[src/rtl/dsp_bus_sequencer.sv]
// -----------------------------------------------------------------------------
// dsp_bus_sequencer
//   Front end between the asynchronous DSP bus pins and the bus app modules.
//   It synchronises the DSP strobes, latches the address and write data, issues
//   one-cycle write/read qualifier pulses to the apps, and arbitrates the apps'
//   read data onto the pad output path together with the output enable.
//
// Ports
//   xclk, reset            system clock; async active-high reset
//   dsp_cs_n/rd_n/wr_n     raw DSP strobes (async, active-low)
//   ab_pins, db_pins_in    raw DSP address / data-in pins
//   ab, db_in              latched address / write data to the apps
//   write_qualified        1-cycle write pulse to the apps
//   read_qualified         1-cycle read pulse to the apps
//   app_db_out, app_avail  per-app read data (16 bits each) and valid flags
//   db_out, db_oe          read data and output enable for the pad buffer
//   bus_error              sticky protocol/arbitration error flag
//   txn_count              completed transactions, wrapping
// -----------------------------------------------------------------------------
module dsp_bus_sequencer #(
  parameter int NUM_APPS    = 4,
  parameter int SYNC_STAGES = 2,
  parameter int RD_TIMEOUT  = 255
) (
  input  logic                     xclk,
  input  logic                     reset,
  input  logic                     dsp_cs_n,
  input  logic                     dsp_rd_n,
  input  logic                     dsp_wr_n,
  input  logic [7:0]               ab_pins,
  input  logic [15:0]              db_pins_in,
  output logic [7:0]               ab,
  output logic [15:0]              db_in,
  output logic                     write_qualified,
  output logic                     read_qualified,
  input  logic [16*NUM_APPS-1:0]   app_db_out,
  input  logic [NUM_APPS-1:0]      app_avail,
  output logic [15:0]              db_out,
  output logic                     db_oe,
  output logic                     bus_error,
  output logic [15:0]              txn_count
);

  typedef enum logic [2:0] {
    IDLE,
    WR_QUAL,
    RD_QUAL,
    RD_WAIT,
    RD_DRIVE,
    WAIT_REL
  } state_t;

  // The counter runs 0..RD_TIMEOUT-1 while in RD_DRIVE, so the drive phase
  // lasts exactly RD_TIMEOUT cycles before it is abandoned.
  localparam logic [7:0] TIMEOUT_LAST = 8'(RD_TIMEOUT - 1);

  state_t state, state_next;

  logic [SYNC_STAGES-1:0] cs_sync, rd_sync, wr_sync;
  logic cs_s, rd_s, wr_s;
  logic rd_prev, wr_prev;
  logic rd_fall, wr_fall;

  logic [7:0]  to_cnt;
  logic        timeout_hit;

  logic [15:0] sel_data;
  logic        multi_avail;
  logic        found;

  logic latch_addr, latch_data, load_rd, oe_clr, set_err, txn_inc;

  // ---------------------------------------------------------------------------
  // Strobe synchronisers. Idle level of every strobe is high, so the chains
  // come out of reset high and no false falling edge is seen afterwards.
  // NOTE: sequential blocks use non-blocking (<=) so every flop samples the
  // pre-edge value; blocking here would collapse the synchroniser chain.
  // ---------------------------------------------------------------------------
  always_ff @(posedge xclk or posedge reset) begin
    if (reset) begin
      cs_sync <= '1;
      rd_sync <= '1;
      wr_sync <= '1;
      rd_prev <= 1'b1;
      wr_prev <= 1'b1;
    end else begin
      cs_sync <= {cs_sync[SYNC_STAGES-2:0], dsp_cs_n};
      rd_sync <= {rd_sync[SYNC_STAGES-2:0], dsp_rd_n};
      wr_sync <= {wr_sync[SYNC_STAGES-2:0], dsp_wr_n};
      rd_prev <= rd_s;
      wr_prev <= wr_s;
    end
  end

  assign cs_s = cs_sync[SYNC_STAGES-1];
  assign rd_s = rd_sync[SYNC_STAGES-1];
  assign wr_s = wr_sync[SYNC_STAGES-1];

  assign rd_fall = !rd_s && rd_prev && !cs_s;
  assign wr_fall = !wr_s && wr_prev && !cs_s;

  // ---------------------------------------------------------------------------
  // Read-data arbitration: lowest-index available app wins; more than one
  // available app is flagged as an error. No app available reads as all-ones.
  // NOTE: every always_comb output gets a default first so no path leaves a
  // signal unassigned, which would otherwise infer a latch.
  // ---------------------------------------------------------------------------
  always_comb begin
    sel_data    = 16'hFFFF;
    multi_avail = 1'b0;
    found       = 1'b0;
    for (int i = 0; i < NUM_APPS; i++) begin
      if (app_avail[i]) begin
        if (found) begin
          multi_avail = 1'b1;
        end else begin
          sel_data = app_db_out[16*i +: 16];
          found    = 1'b1;
        end
      end
    end
  end

  assign timeout_hit = (to_cnt == TIMEOUT_LAST);

  // ---------------------------------------------------------------------------
  // FSM state register
  // ---------------------------------------------------------------------------
  always_ff @(posedge xclk or posedge reset) begin
    if (reset) state <= IDLE;
    else       state <= state_next;
  end

  // ---------------------------------------------------------------------------
  // FSM next-state and control strobes
  // ---------------------------------------------------------------------------
  always_comb begin
    state_next = state;
    latch_addr = 1'b0;
    latch_data = 1'b0;
    load_rd    = 1'b0;
    oe_clr     = 1'b0;
    set_err    = 1'b0;
    txn_inc    = 1'b0;
    case (state)
      IDLE: begin
        if (wr_fall && rd_fall) begin
          set_err = 1'b1;
        end else if (wr_fall) begin
          latch_addr = 1'b1;
          latch_data = 1'b1;
          state_next = WR_QUAL;
        end else if (rd_fall) begin
          latch_addr = 1'b1;
          state_next = RD_QUAL;
        end
      end
      WR_QUAL: begin
        txn_inc    = 1'b1;
        state_next = WAIT_REL;
      end
      RD_QUAL:  state_next = RD_WAIT;
      RD_WAIT: begin
        // Apps present registered data one cycle after read_qualified.
        load_rd    = 1'b1;
        set_err    = multi_avail;
        state_next = RD_DRIVE;
      end
      RD_DRIVE: begin
        if (rd_s) begin
          oe_clr     = 1'b1;
          txn_inc    = 1'b1;
          state_next = IDLE;
        end else if (timeout_hit) begin
          oe_clr     = 1'b1;
          set_err    = 1'b1;
          state_next = WAIT_REL;
        end
      end
      WAIT_REL: begin
        if (rd_s && wr_s) state_next = IDLE;
      end
      default: state_next = IDLE;
    endcase
  end

  // Pulses decode straight from state so a reset drops any pulse in flight.
  assign write_qualified = (state == WR_QUAL);
  assign read_qualified  = (state == RD_QUAL);

  // ---------------------------------------------------------------------------
  // Datapath registers
  // ---------------------------------------------------------------------------
  always_ff @(posedge xclk or posedge reset) begin
    if (reset) begin
      ab        <= '0;
      db_in     <= '0;
      db_out    <= 16'hFFFF;
      db_oe     <= 1'b0;
      bus_error <= 1'b0;
      txn_count <= '0;
      to_cnt    <= '0;
    end else begin
      if (latch_addr) ab    <= ab_pins;
      if (latch_data) db_in <= db_pins_in;
      if (load_rd) begin
        db_out <= sel_data;
        db_oe  <= 1'b1;
      end else if (oe_clr) begin
        db_oe  <= 1'b0;
      end
      if (set_err) bus_error <= 1'b1;
      if (txn_inc) txn_count <= txn_count + 16'd1;
      if (state == RD_DRIVE) to_cnt <= to_cnt + 8'd1;
      else                   to_cnt <= '0;
    end
  end

endmodule

[config.mk]
export PLATFORM = sky130hd
export DESIGN_NAME = dsp_bus_sequencer
export DESIGN_NICKNAME = d
export VERILOG_FILES = /design/src/rtl/dsp_bus_sequencer.sv
export SDC_FILE = /design/constraint.sdc
export NUM_CORES = 1
export LEC_CHECK = 0
export CORE_MARGIN = 2
export CORE_UTILIZATION = 43
export CTS_CLUSTER_DIAMETER = 50
export DETAILED_ROUTE_END_ITERATION = 16
export PLACE_DENSITY = 0.81
export SYNTH_ARGS = -nofsm -noshare
export SYNTH_HDL_FRONTEND = slang
export SYNTH_SLANG_ARGS = --single-unit
[constraint.sdc]
create_clock -name xclk -period 3.4 [get_ports xclk]
set_input_delay 0.68 -clock xclk [delete_from_list [all_inputs] [get_ports xclk]]
set_output_delay 0.68 -clock xclk [all_outputs]
set_load 0.02 [all_outputs]
After elaboration in Yosys (flattened, before gate mapping)

Index checks and enable logic that the tools add are counted.

Output and inout port bits: 60
Flip-flop bits (word level): 77
Input port bits: 97

$add $sub $neg: 2
Eq/ne operators: 10
Mux-type cells: 42
Reduce and logical (&&, ||, !) cells: 12

Operator list:

| operator              | number |
|---|---|
| $mux 16               | 7 |
| $mux 1                | 25 |
| $mux 3                | 6 |
| $pmux 3 s6            | 1 |
| $add 16x1->16 const B | 1 |
| $add 8x1->8 const B   | 1 |
| $eq 8x8->1 const B    | 1 |
| $mux 8                | 1 |
| $eq 3x2->1 const B    | 2 |
| $eq 3x3->1 const B    | 2 |
| $logic_and 1x1->1     | 6 |
| $ne 3x3->1 const B    | 2 |
| $ne 2x2->1 const B    | 2 |
| $reduce_and 4->1      | 1 |
| $eq 3x1->1 const B    | 1 |
| $logic_not 1->1       | 3 |
| $logic_not 3->1       | 1 |
| $pmux 1 s3            | 1 |
| $pmux 1 s2            | 1 |
| $reduce_bool 2->1     | 1 |

Depth between registers and ports, before layout

Gate-level depths: netlist (run 1).

Word-level depth: 8
Mapped depth: 8

Least setup slack after synthesis (run 1)

No wires, ideal clock.

Path kind: input -> register
From: in app_avail[0]
To: reg db_out[0]
Path slack: 1.504 ns
Required time: 3.321 ns
Data arrival time: 1.817 ns
Path buffers: 3
Stages: 7
Cell sequence: buf_6 -> or4b_4 -> buf_6 -> buf_8 -> nor2_2 -> nor2_1 -> a22o_1

Longest elaborated chain between the ends: 7
Elaborated cells on any way between the ends: 10
Those cells by class: mux (10)

RTL lines:

| item                              | line | RTL |
|---|---|---|
| start, declared                   | 37   | `input logic [NUM_APPS-1:0] app_avail,` |
| $mux 16 or $mux 1 (tied branches) | 113  | `if (app_avail[i]) begin` |
| $mux 16                           | 114  | `if (found) begin` |
| $mux 16                           | 113  |  |
| $mux 16                           | 114  |  |
| $mux 16                           | 113  |  |
| $mux 16                           | 114  |  |
| $mux 16 *                         | 113  |  |
| end signal, assigned              | 207  | `db_out <= sel_data;` |
| end, declared                     | 38   | `output logic [15:0] db_out,` |

Mark *: on every way between the ends. The rest lies on a longest branch, timed or not.
A chain may end at the register's enable or synchronous reset.

Final worst setup path (run 1)

From: reg state[2]
To: out write_qualified

Longest elaborated chain between the ends: 1

RTL lines:

| item                   | line | RTL |
|---|---|---|
| start, declared        | 57   | `state_t state, state_next;` |
| start signal, assigned | 131  | `else state <= state_next;` |
| $eq 3x1->1             | 188  | `assign write_qualified = (state == WR_QUAL);` |
| end, declared          | 34   | `output logic write_qualified,` |

Every way passes these cells.

==> summary.txt, run 1 <==
Synth
  – FFs w/ async S/R, synth: 1.00
  – Mapped Area: 3690 sq um
  – Post-Syn Instances: ~340
  – Ys Warns: 0
  – Unique cell type count in the Yosys netlist: between 40 and 50
  – Avg Cell Area, Syn: ~11 sq um
  – Post-synth EDFFs: 0
  – Seq/Total Area, Yosys: 0.530
  – Ys flop type: dfrtp_1
  – Register bit total from synthesis: just under 80
  – Net count after synthesis: 438

Clock network
  – Clock Pin Slew Worst Setup and Hold Paths: about 0.08 ns
  – # clock sinks: 77
  – Htree depth: 3
  – Post-CTS Setup Bufs: 0
  – CTS-repair resized insts: 0
  – CTS Buf Count: 9
  – Worst-Skew Late Latency: between 0.3 and 0.4 ns
  – Hold_buf cts: 0
  – Clock buffer depth: 2
  – TritonCTS clock tree: built
  – Root Driver: clkbuf_8

Floorplanning
  – Starting density of the core: 0.447
  – Die area: 9340 sq um
  – Die Y: ~97 microns
  – Core Box Area: 8260 sq um
  – Die X-Extent: 96.6 microns
  – Top Ports: ~160
  – Row Count: 33

Power
  – Combinational share of power: 0.426
  – Sw Pwr: 0.00139 W
  – Clock group share of total power: 0.190
  – Sw Share: 0.345
  – Worst vdd ir: 0.547 mV
  – Lkg Pwr: ~2.3 nW
  – Int Pwr: ~0.0026 W
  – Sequential power share: 0.384
  – Pwr dens: 729 nW/um^2

GRT
  – First-pass GRT wire length: 15,300 microns
  – GRT met2 Usage: 0.332
  – Largest net degree at the start of global routing: 41
  – GR Util met1: 0.246
  – Vias in the first global route: 3,123
  – Busiest grt layer: met2
  – Initial antenna violation count: 0
  – Met3 Usage GRT: 0.0426
  – Global route overflow: 0
  – Total GRT Usage: 0.203

Worst hold path
  – Worst Hold Endpoint: rd_sync[1]
  – Worst hold path class: reg -> reg
  – Hold depth: 0
  – Hold Startpoint: rd_sync[0]

Layout
  – Syn-to-layout area delta: 49.5%
  – Nets: 589
  – FF+latch area: 1960 sq um
  – Share of layout cells above drive strength 1: 0.169
  – Filler cells: 670
  – Fin util: 0.668
  – Most common cell after layout, fill and taps aside: clkdlybuf4s50_1
  – Area of the multi-input gates: 1570 sq um
  – Design area: 5520 sq um
  – Commonest cells after routing, fill and taps aside: clkdlybuf4s50_1, dfrtp_1, nor2_1
  – N_diodes: 0

Detailed routing
  – Routed vias/inst: just over 5
  – DR DRC count: 0
  – Iter 0 DRT Violations: 109
  – Final wirelength: 9320 microns
  – 1st-pass router iterations: 4
  – DR vias: 3,047
  – DRT antenna net count: 0
  – Avg WL per Cell: 15.6 microns

Placement
  – Detail Placement HPWL: 7060 microns
  – Input/output buffers: 156
  – Placer's final routability congestion estimate: 0.851
  – Cell Area, Placed: around 5300 sq um

Setup path
  – CP max FO: 13
  – CP startpoint kind: flip-flop
  – Crit path kind: reg -> out
  – Slowest stage delay, CP: 0.64 ns
  – RR Endpoint: db_in[12]
  – Crit. End Element: output port
  – Reg2Reg Depth: 3
  – Critical path, cell by cell: nand2b_1 > nor2_1 > clkdlybuf4s50_1
  – FF-to-FF setup slack: 1.32 ns
  – WP data arrival: 2.02 ns
  – Max stage delay cell, worst path: clkdlybuf4s50_1
  – Reg2reg start: state[1]
  – Required time of the critical path: 2.72 ns

Timing
  – Clock Skews: 0.0106 ns
  – Final Max Tran Viols: 0
  – Final setup vio count: 0
  – Final worst path period share: 0.795
  – RSZ-0062 raised after global routing: no
  – Fmax: ~370 MHz
  – Slew @ Worst Pin: approximately 0.72 ns
  – Final min period: 2.70 ns
  – Post-Route Setup TNS: 0 ns
  – Final hold violation count: 0
  – Max_slew headroom: 0.522

Run status
  – Outcome: completed

Flow run
  – Max-Cap Viols: 0
==> synthesized netlist by cell type (2+ instances only) <==
cell type,n,share of area
dfrtp_1,53,0.36
nor2_1,35,0.036
mux2_2,25,0.076
nand2_1,25,0.025
dfstp_2,24,0.17
o21ai_0,19,0.026
a22o_1,16,0.038
o22ai_1,15,0.025
xnor2_1,13,0.031
nand3_1,11,0.015
nor2_2,10,0.017
inv_1,9,0.0092
xor2_1,8,0.019
clkbuf_1,6,0.0061
ha_1,6,0.020
a21oi_1,5,0.0068
nand2b_1,5,0.0085
nor3_1,5,0.0068
buf_2,4,0.0054
buf_4,4,0.0081
nand4_1,4,0.0068
and2_1,3,0.0051
buf_6,3,0.0092
and3_1,2,0.0034
and4_1,2,0.0047
nand3b_1,2,0.0041
nor2b_1,2,0.0034
==> layer usage <==
metal	part of all wire	up-vias
li1	-	1475
met1	0.43	1451
met2	0.49	88
met3	0.035	33
met4	0.046	0
met5	0	-
==> final cells by class <==
class / instances / area share
sequential: 77 / 0.355
inverter: 9 / 0.00635
clock inverter: 6 / 0.0175
multi-input combinational: 230 / 0.285
timing repair buffer: 159 / 0.289
clock buffer: 10 / 0.0231
tap: 105 / 0.0238
==> power by group through the flow <==
stage / logic [W] / clock network (W) / registers (W)
after global routing: 0.00182 / 0.000831 / 0.00160
after floorplan: 0.000630 / 0 / 0.00184
final: 0.00171 / 0.000765 / 0.00154
after global placement: 0.00169 / 0 / 0.00154
after detailed placement: 0.00173 / 0 / 0.00156
after CTS: 0.00173 / 0.000791 / 0.00155
==> critical path: cells and delay by family (launching register included) <==
kind	cells	cell delay (ns)
simple gates	2	0.51
buf+inv	1	0.64
flops	1	0.52
==> stage by stage <==
step                      hold WS (ns)  std cells  total power (W)  setup slack [ns]
after floorplan                  0.345        335          0.00247             0.793
after global placement           0.346        580          0.00323              1.06
after detailed placement         0.347        580          0.00329              1.01
after CTS                        0.360        596          0.00407             0.666
after global routing             0.363        596          0.00425             0.563
final                            0.359        596          0.00402             0.698
==> state kept, by name (all words and copies together), names as in the netlist <==
name       cells
ab             8
bus_error      1
cs_sync        2
db_in         16
db_oe          1
db_out        16
rd_prev        1
rd_sync        2
state          3
to_cnt         8
txn_count     16
wr_prev        1
wr_sync        2
==> logic make-up after synthesis <==
family	synth area share
AO/OA/AOI/OAI	0.119
flip-flops	0.530
XOR/XNOR	0.0498
multiplexers	0.0790
buffers and inverters	0.0431
AND/OR/NAND/NOR	0.156
adder cells (fa/ha/maj)	0.0231
==> worst max-delay path by stage <==
stage,startpoint,to,slack (ns)
6_report,state[2],write_qualified,0.70
5_1_grt,state[2],write_qualified,0.56
4_1_cts,state[2],write_qualified,0.67
3_5_place_dp,app_avail[1],db_out[13],1.01
3_3_place_gp,app_avail[1],db_out[14],1.06
2_1_floorplan,reset,ab[0],0.79
Note: power is estimated with default switching activity, not from simulation.
==> inputs of run 2 (changes only) <==
clock period = 2.6 ns   (was 3.4 ns; I/O delays follow)
==> run 2 against run 1 <==
  * Final area is 0.16% higher
  * Sequential power increased by 28%
  * Worst setup slack got worse by 0.50 ns
  * Clock power up 20%
  * Register-to-register slack got worse by 0.83 ns
  * Wire length shrank 1.1%
  * Die area did not move
==> summary.txt, run 2 (same netlist as run 1, synthesis figures left out) <==
Run status
  – Outcome: completed (unchanged)

Detailed routing
  – 1st-pass router iterations: 4 (unchanged)
  – Avg WL per Cell: 15.3 microns (was 15.6 microns)
  – DRT antenna net count: 0 (unchanged)
  – Iter 0 DRT Violations: 115 (was 109)
  – Routed vias/inst: 5.10 (was 5.11)
  – DR vias: 3,066 (was 3,047)
  – DR DRC count: 0 (unchanged)
  – Final wirelength: 9230 microns (was 9320 microns)

Placement
  – Input/output buffers: 156 (unchanged)
  – Placer's final routability congestion estimate: 0.861 (was 0.851)
  – Pre-CTS WS: 0.383 ns (was 1.01 ns)
  – Detail Placement HPWL: 7040 microns (was 7060 microns)

Clock network
  – Htree depth: 3 (unchanged)
  – Hold_buf cts: 0 (unchanged)
  – # clock sinks: 77 (unchanged)
  – TritonCTS clock tree: built (unchanged)
  – Root Driver: clkbuf_8 (unchanged)
  – Clock buffer depth: 2 (unchanged)
  – Post-CTS Setup Bufs: 0 (unchanged)
  – CTS-repair resized insts: 0 (unchanged)
  – Worst-Skew Late Latency: 0.34 ns (was 0.35 ns)
  – Clock Pin Slew Worst Setup and Hold Paths: 0.08 ns (about the same)
  – CTS Buf Count: 9 (unchanged)

GRT
  – Initial antenna violation count: 0 (unchanged)
  – Global route overflow: 0 (unchanged)
  – Vias in the first global route: 3,089 (was 3,123)
  – Total GRT Usage: 0.202 (was 0.203)
  – Met3 Usage GRT: 0.0571 (was 0.0426)
  – Largest net degree at the start of global routing: 41 (unchanged)
  – GRT met2 Usage: 0.343 (was 0.332)
  – GR Util met1: 0.246 (about the same)
  – Busiest grt layer: met2 (unchanged)
  – First-pass GRT wire length: 15,400 microns (was 15,300 microns)

Flow run
  – Max-Cap Viols: 0 (unchanged)

Timing
  – Final min period: between 2 and 2.5 ns
  – Max_slew headroom: 0.610 (was 0.522)
  – Post-Route Setup TNS: 0 ns (unchanged)
  – Final hold violation count: 0 (unchanged)
  – Fmax: 417 MHz
  – Final worst path period share: 0.922
  – RSZ-0062 raised after global routing: no (unchanged)
  – Final setup vio count: 0 (unchanged)
  – Final worst slack: 0.202 ns (was 0.698 ns)
  – Final Max Tran Viols: 0 (unchanged)
  – Hold_ws: 0.361 ns (was 0.359 ns)
  – Slew @ Worst Pin: 0.580 ns (was 0.717 ns)
  – Clock Skews: 0.00817 ns (was 0.0106 ns)

Worst hold path
  – Worst hold path class: reg -> reg (unchanged)

Setup path
  – Crit path kind: reg -> out (unchanged)
  – Crit. End Element: output port (unchanged)
  – Required time of the critical path: 2.08 ns (was 2.72 ns)
  – CP max FO: 17 (was 13)
  – WP data arrival: 1.88 ns (was 2.02 ns)
  – CP startpoint kind: flip-flop (unchanged)

Layout
  – Nets: 594 (was 589)
  – Commonest cells after routing, fill and taps aside: clkdlybuf4s50_1, dfrtp_1, nor2_1 (unchanged)
  – Top Registers: db_in: 16 flops, db_out: 16 flops, txn_count: 16 flops (unchanged)
  – Most common cell after layout, fill and taps aside: clkdlybuf4s50_1 (unchanged)
  – Filler cells: 644 (was 670)
  – N_diodes: 0 (unchanged)
  – Syn-to-layout area delta: 49.8% (was 49.5%)
  – Share of layout cells above drive strength 1: 0.179 (was 0.169)

Power
  – Lkg Pwr: 2.27 nW (was 2.26 nW)
  – Worst vdd ir: 0.660 mV (was 0.547 mV)
  – Pwr dens: 941 nW/um^2 (was 729 nW/um^2)
  – Design Power: 0.00520 W (was 0.00402 W)

Floorplanning
  – Core Box Area: 8260 sq um (unchanged)
  – Top Ports: 157 (unchanged)
  – Starting density of the core: 0.447 (unchanged)
  – Die X-Extent: 96.6 microns (unchanged)
  – Row Count: 33 (unchanged)
  – Die Y: 96.6 microns (unchanged)
  – Die area: 9340 sq um (unchanged)
run 2: final timing paths:
kind | startpoint | to | slack [ns] | cells past startpoint
min in group asynchronous | reset | db_in[15] | 0.60 | 3
worst max register to register | wr_sync[1] | ab[2] | 0.49 | 6
worst max-delay path | state[1] | read_qualified | 0.20 | 2
worst min register to register | wr_sync[0] | wr_sync[1] | 0.36 | 0
worst min-delay path | wr_sync[0] | wr_sync[1] | 0.36 | 0
max in group asynchronous | reset | state[0] | 1.63 | 3
run 2: power by group:
group	switching (W)	leakage (nW)	internal, W
registers	0.000277	0.928	0.00170
clock network	0.000444	0.0955	0.000476
logic	0.00109	1.25	0.00122
total	0.00181	2.27	0.00339
run 2: final cells by class:
class	count	area, sq um	share of cell area
inverters	9	35.0	0.00634
well taps	105	131	0.0238
flip-flops and latches	77	1960	0.354
clock buffers	10	138	0.0249
repair buffers	164	1620	0.293
clock inverters	6	70.1	0.0127
multi-input cells	230	1570	0.285
run 2: worst max-delay path: stages (launching register included):
cell	delay, ns
dfrtp_1	0.72
and2_1	0.22
clkdlybuf4s50_1	0.61
run 2: per-layer routing:
metal | vias to the layer above | wire length, microns | part of all wire
met2 | 100 | 4760 | 0.52
met3 | 21 | 465 | 0.050
met4 | 0 | 265 | 0.029
met1 | 1466 | 3740 | 0.41
li1 | 1479 | - | -
met5 | - | 0 | 0
run 2: through the flow:
stage          area [sq um]   util  instances
5_1_grt                5530  0.669        601
3_5_place_dp           5320  0.644        585
2_1_floorplan          3690      -        335
6_report               5530  0.669        601
4_1_cts                5530  0.669        601
3_3_place_gp           5320  0.644        585
==> inputs of run 3 (changes only) <==
CORE_UTILIZATION = 46   (was 43)
PLACE_DENSITY = 0.86   (was 0.81)
clock period = 3 ns   (was 2.6 ns; I/O delays follow)
==> run 3 against run 2 <==
  * Hold slack got worse by 0.0040 ns
  * Critical path depth increased by 1
  * Final area shrank 0.63%
  * Via count rose by 1.7%
  * Highest routed layer unchanged
  * Largest cell class unchanged
  * Cell count fell by 1.3%
==> summary.txt, run 3 (same netlist as run 1, synthesis figures left out) <==
Timing
  – Final min period: 2.67 ns
  – RSZ-0062 raised after global routing: no (unchanged)
  – Hold_ws: 0.357 ns (was 0.361 ns)
  – Final worst path period share: 0.891
  – Slew @ Worst Pin: 0.694 ns (was 0.580 ns)
  – Max_slew headroom: 0.537 (was 0.610)
  – Final hold violation count: 0 (unchanged)
  – Final Max Tran Viols: 0 (unchanged)
  – Fmax: approximately 370 MHz
  – Clock Skews: 0.0101 ns (was 0.00817 ns)
  – Post-Route Setup TNS: 0 ns (unchanged)
  – Final setup vio count: 0 (unchanged)

Power
  – Sw Pwr: 0.00157 W (was 0.00181 W)
  – Combinational share of power: 0.433 (was 0.444)
  – Pwr dens: 820 nW/um^2 (was 941 nW/um^2)
  – Lkg Pwr: 2.26 nW (was 2.27 nW)
  – Int Pwr: 0.00294 W (was 0.00339 W)
  – Clock group share of total power: 0.175 (was 0.177)
  – Design Power: 0.00450 W (was 0.00520 W)
  – Worst vdd ir: 0.687 mV (was 0.660 mV)
  – Sw Share: 0.348 (was 0.347)
  – Sequential power share: 0.391 (was 0.379)

Clock network
  – Clock Pin Slew Worst Setup and Hold Paths: 0.07 ns (was 0.08 ns)
  – CTS Buf Count: 9 (unchanged)
  – Clock buffer depth: 2 (unchanged)
  – Hold_buf cts: 0 (unchanged)
  – # clock sinks: 77 (unchanged)
  – Worst-Skew Late Latency: 0.34 ns (about the same)
  – Post-CTS Setup Bufs: 0 (unchanged)
  – CTS-repair resized insts: 0 (unchanged)
  – Root Driver: clkbuf_8 (unchanged)
  – Htree depth: 3 (unchanged)
  – TritonCTS clock tree: built (unchanged)

GRT
  – First-pass GRT wire length: 15,600 microns (was 15,400 microns)
  – Initial antenna violation count: 0 (unchanged)
  – Largest net degree at the start of global routing: 46 (was 41)
  – Vias in the first global route: 3,144 (was 3,089)
  – Global route overflow: 0 (unchanged)
  – Total GRT Usage: 0.230 (was 0.202)

Placement
  – DP Cell Count: 577 (was 585)
  – Placer's final routability congestion estimate: 0.906 (was 0.861)
  – Input/output buffers: 156 (unchanged)
  – Detail Placement HPWL: 7350 microns (was 7040 microns)

Layout
  – Nets: 589 (was 594)
  – Syn-to-layout area delta: 48.8% (was 49.8%)
  – Commonest cells after routing, fill and taps aside: clkdlybuf4s50_1, dfrtp_1, nor2_1 (unchanged)
  – Top Registers: db_in: 16 flops, db_out: 16 flops, txn_count: 16 flops (unchanged)
  – Most common cell after layout, fill and taps aside: clkdlybuf4s50_1 (unchanged)
  – Fin util: 0.707 (was 0.669)
  – Fin cells: 593 (was 601)
  – Filler cells: 622 (was 644)
  – N_diodes: 0 (unchanged)
  – Share of layout cells above drive strength 1: 0.169 (was 0.179)

Setup path
  – CP top delay family: buffers and inverters (was flip-flops)
  – CP startpoint kind: flip-flop (unchanged)
  – Reg2Reg Depth: 6 (unchanged)
  – Buf/Inv on CP: 1 (unchanged)
  – Required time of the critical path: 2.40 ns (was 2.08 ns)
  – Slowest stage delay, CP: 0.64 ns (was 0.72 ns)
  – WP data arrival: 2.07 ns (was 1.88 ns)
  – Critical path, cell by cell: nand2b_1 > nor2_1 > clkdlybuf4s50_1 (was and2_1 > clkdlybuf4s50_1)
  – FF-to-FF setup slack: 0.92 ns (was 0.49 ns)
  – Max stage delay cell, worst path: clkdlybuf4s50_1 (was dfrtp_1)
  – Crit path kind: reg -> out (unchanged)
  – Reg2reg start: wr_sync[1] (unchanged)
  – CP max FO: 13 (was 17)
  – Crit. End Element: output port (unchanged)
  – RR Endpoint: ab[3] (was ab[2])

Detailed routing
  – Routed vias/inst: 5.26 (was 5.10)
  – DR DRC count: 0 (unchanged)
  – Iter 0 DRT Violations: 156 (was 115)
  – DR vias: 3,118 (was 3,066)
  – Avg WL per Cell: 16.5 microns (was 15.3 microns)
  – Final wirelength: 9810 microns (was 9230 microns)
  – DRT antenna net count: 0 (unchanged)
  – 1st-pass router iterations: 4 (unchanged)

Worst hold path
  – Hold Startpoint: wr_sync[0] (unchanged)
  – Worst Hold Endpoint: wr_sync[1] (unchanged)
  – Hold depth: 0 (unchanged)
  – Worst hold path class: reg -> reg (unchanged)

Floorplanning
  – Die Y: 93.6 microns (was 96.6 microns)
  – Top Ports: 157 (unchanged)
  – Die area: 8750 sq um (was 9340 sq um)
  – Core Box Area: 7770 sq um (was 8260 sq um)
  – Row Count: 32 (was 33)
  – Die X-Extent: 93.6 microns (was 96.6 microns)
  – Starting density of the core: 0.475 (was 0.447)

Run status
  – Outcome: completed (unchanged)

Flow run
  – Max-Cap Viols: 0 (unchanged)
[run 3: per-stage QoR]
stage / area [sq um] / setup slack [ns]
floorplan: 3690 / 0.473
detailed placement: 5290 / 0.702
global placement: 5290 / 0.745
finish: 5490 / 0.328
global route: 5490 / 0.222
CTS: 5490 / 0.334
[run 3: cell type report]
| class | count | area (sq um) | area share |
|---|---|---|---|
| repair buffers | 159 | 1600 | 0.291 |
| inverters | 9 | 33.8 | 0.00615 |
| clock buffers | 12 | 155 | 0.0283 |
| multi-input cells | 230 | 1570 | 0.287 |
| well taps | 102 | 128 | 0.0232 |
| clock inverters | 4 | 47.5 | 0.00866 |
| flip-flops and latches | 77 | 1960 | 0.356 |
[run 3: how the worst max path moves through the flow]
stage / from / depth (start not counted) / slack (ns) / endpoint
3_3_place_gp: app_avail[1] / 5 / 0.75 / db_out[12]
5_1_grt: state[0] / 3 / 0.22 / write_qualified
4_1_cts: state[0] / 3 / 0.33 / write_qualified
2_1_floorplan: reset / 1 / 0.47 / ab[0]
3_5_place_dp: app_avail[1] / 5 / 0.70 / db_out[12]
6_report: state[2] / 3 / 0.33 / write_qualified
[run 3: worst register-to-register path, stage by stage (launching register included)]
cell     delay (ns)
dfstp_2        0.56
nor2_1         0.05
nand2_1        0.13
inv_1          0.08
ha_1           0.33
nor4_4         0.41
mux2_2         0.40
[run 3: power by group through the flow]
stage	clock network, W	registers [W]	logic (W)
after floorplan	0	0.00209	0.000714
after global routing	0.000853	0.00181	0.00207
final	0.000790	0.00176	0.00195
after global placement	0	0.00174	0.00191
after CTS	0.000814	0.00176	0.00197
after detailed placement	0	0.00178	0.00196
[run 3: per-layer routing]
layer	GRT usage	up-vias	share of wire
li1	-	1473	-
met1	0.278	1532	0.41
met2	0.401	90	0.52
met3	0.0483	23	0.041
met4	0.0942	0	0.029
met5	0	-	0
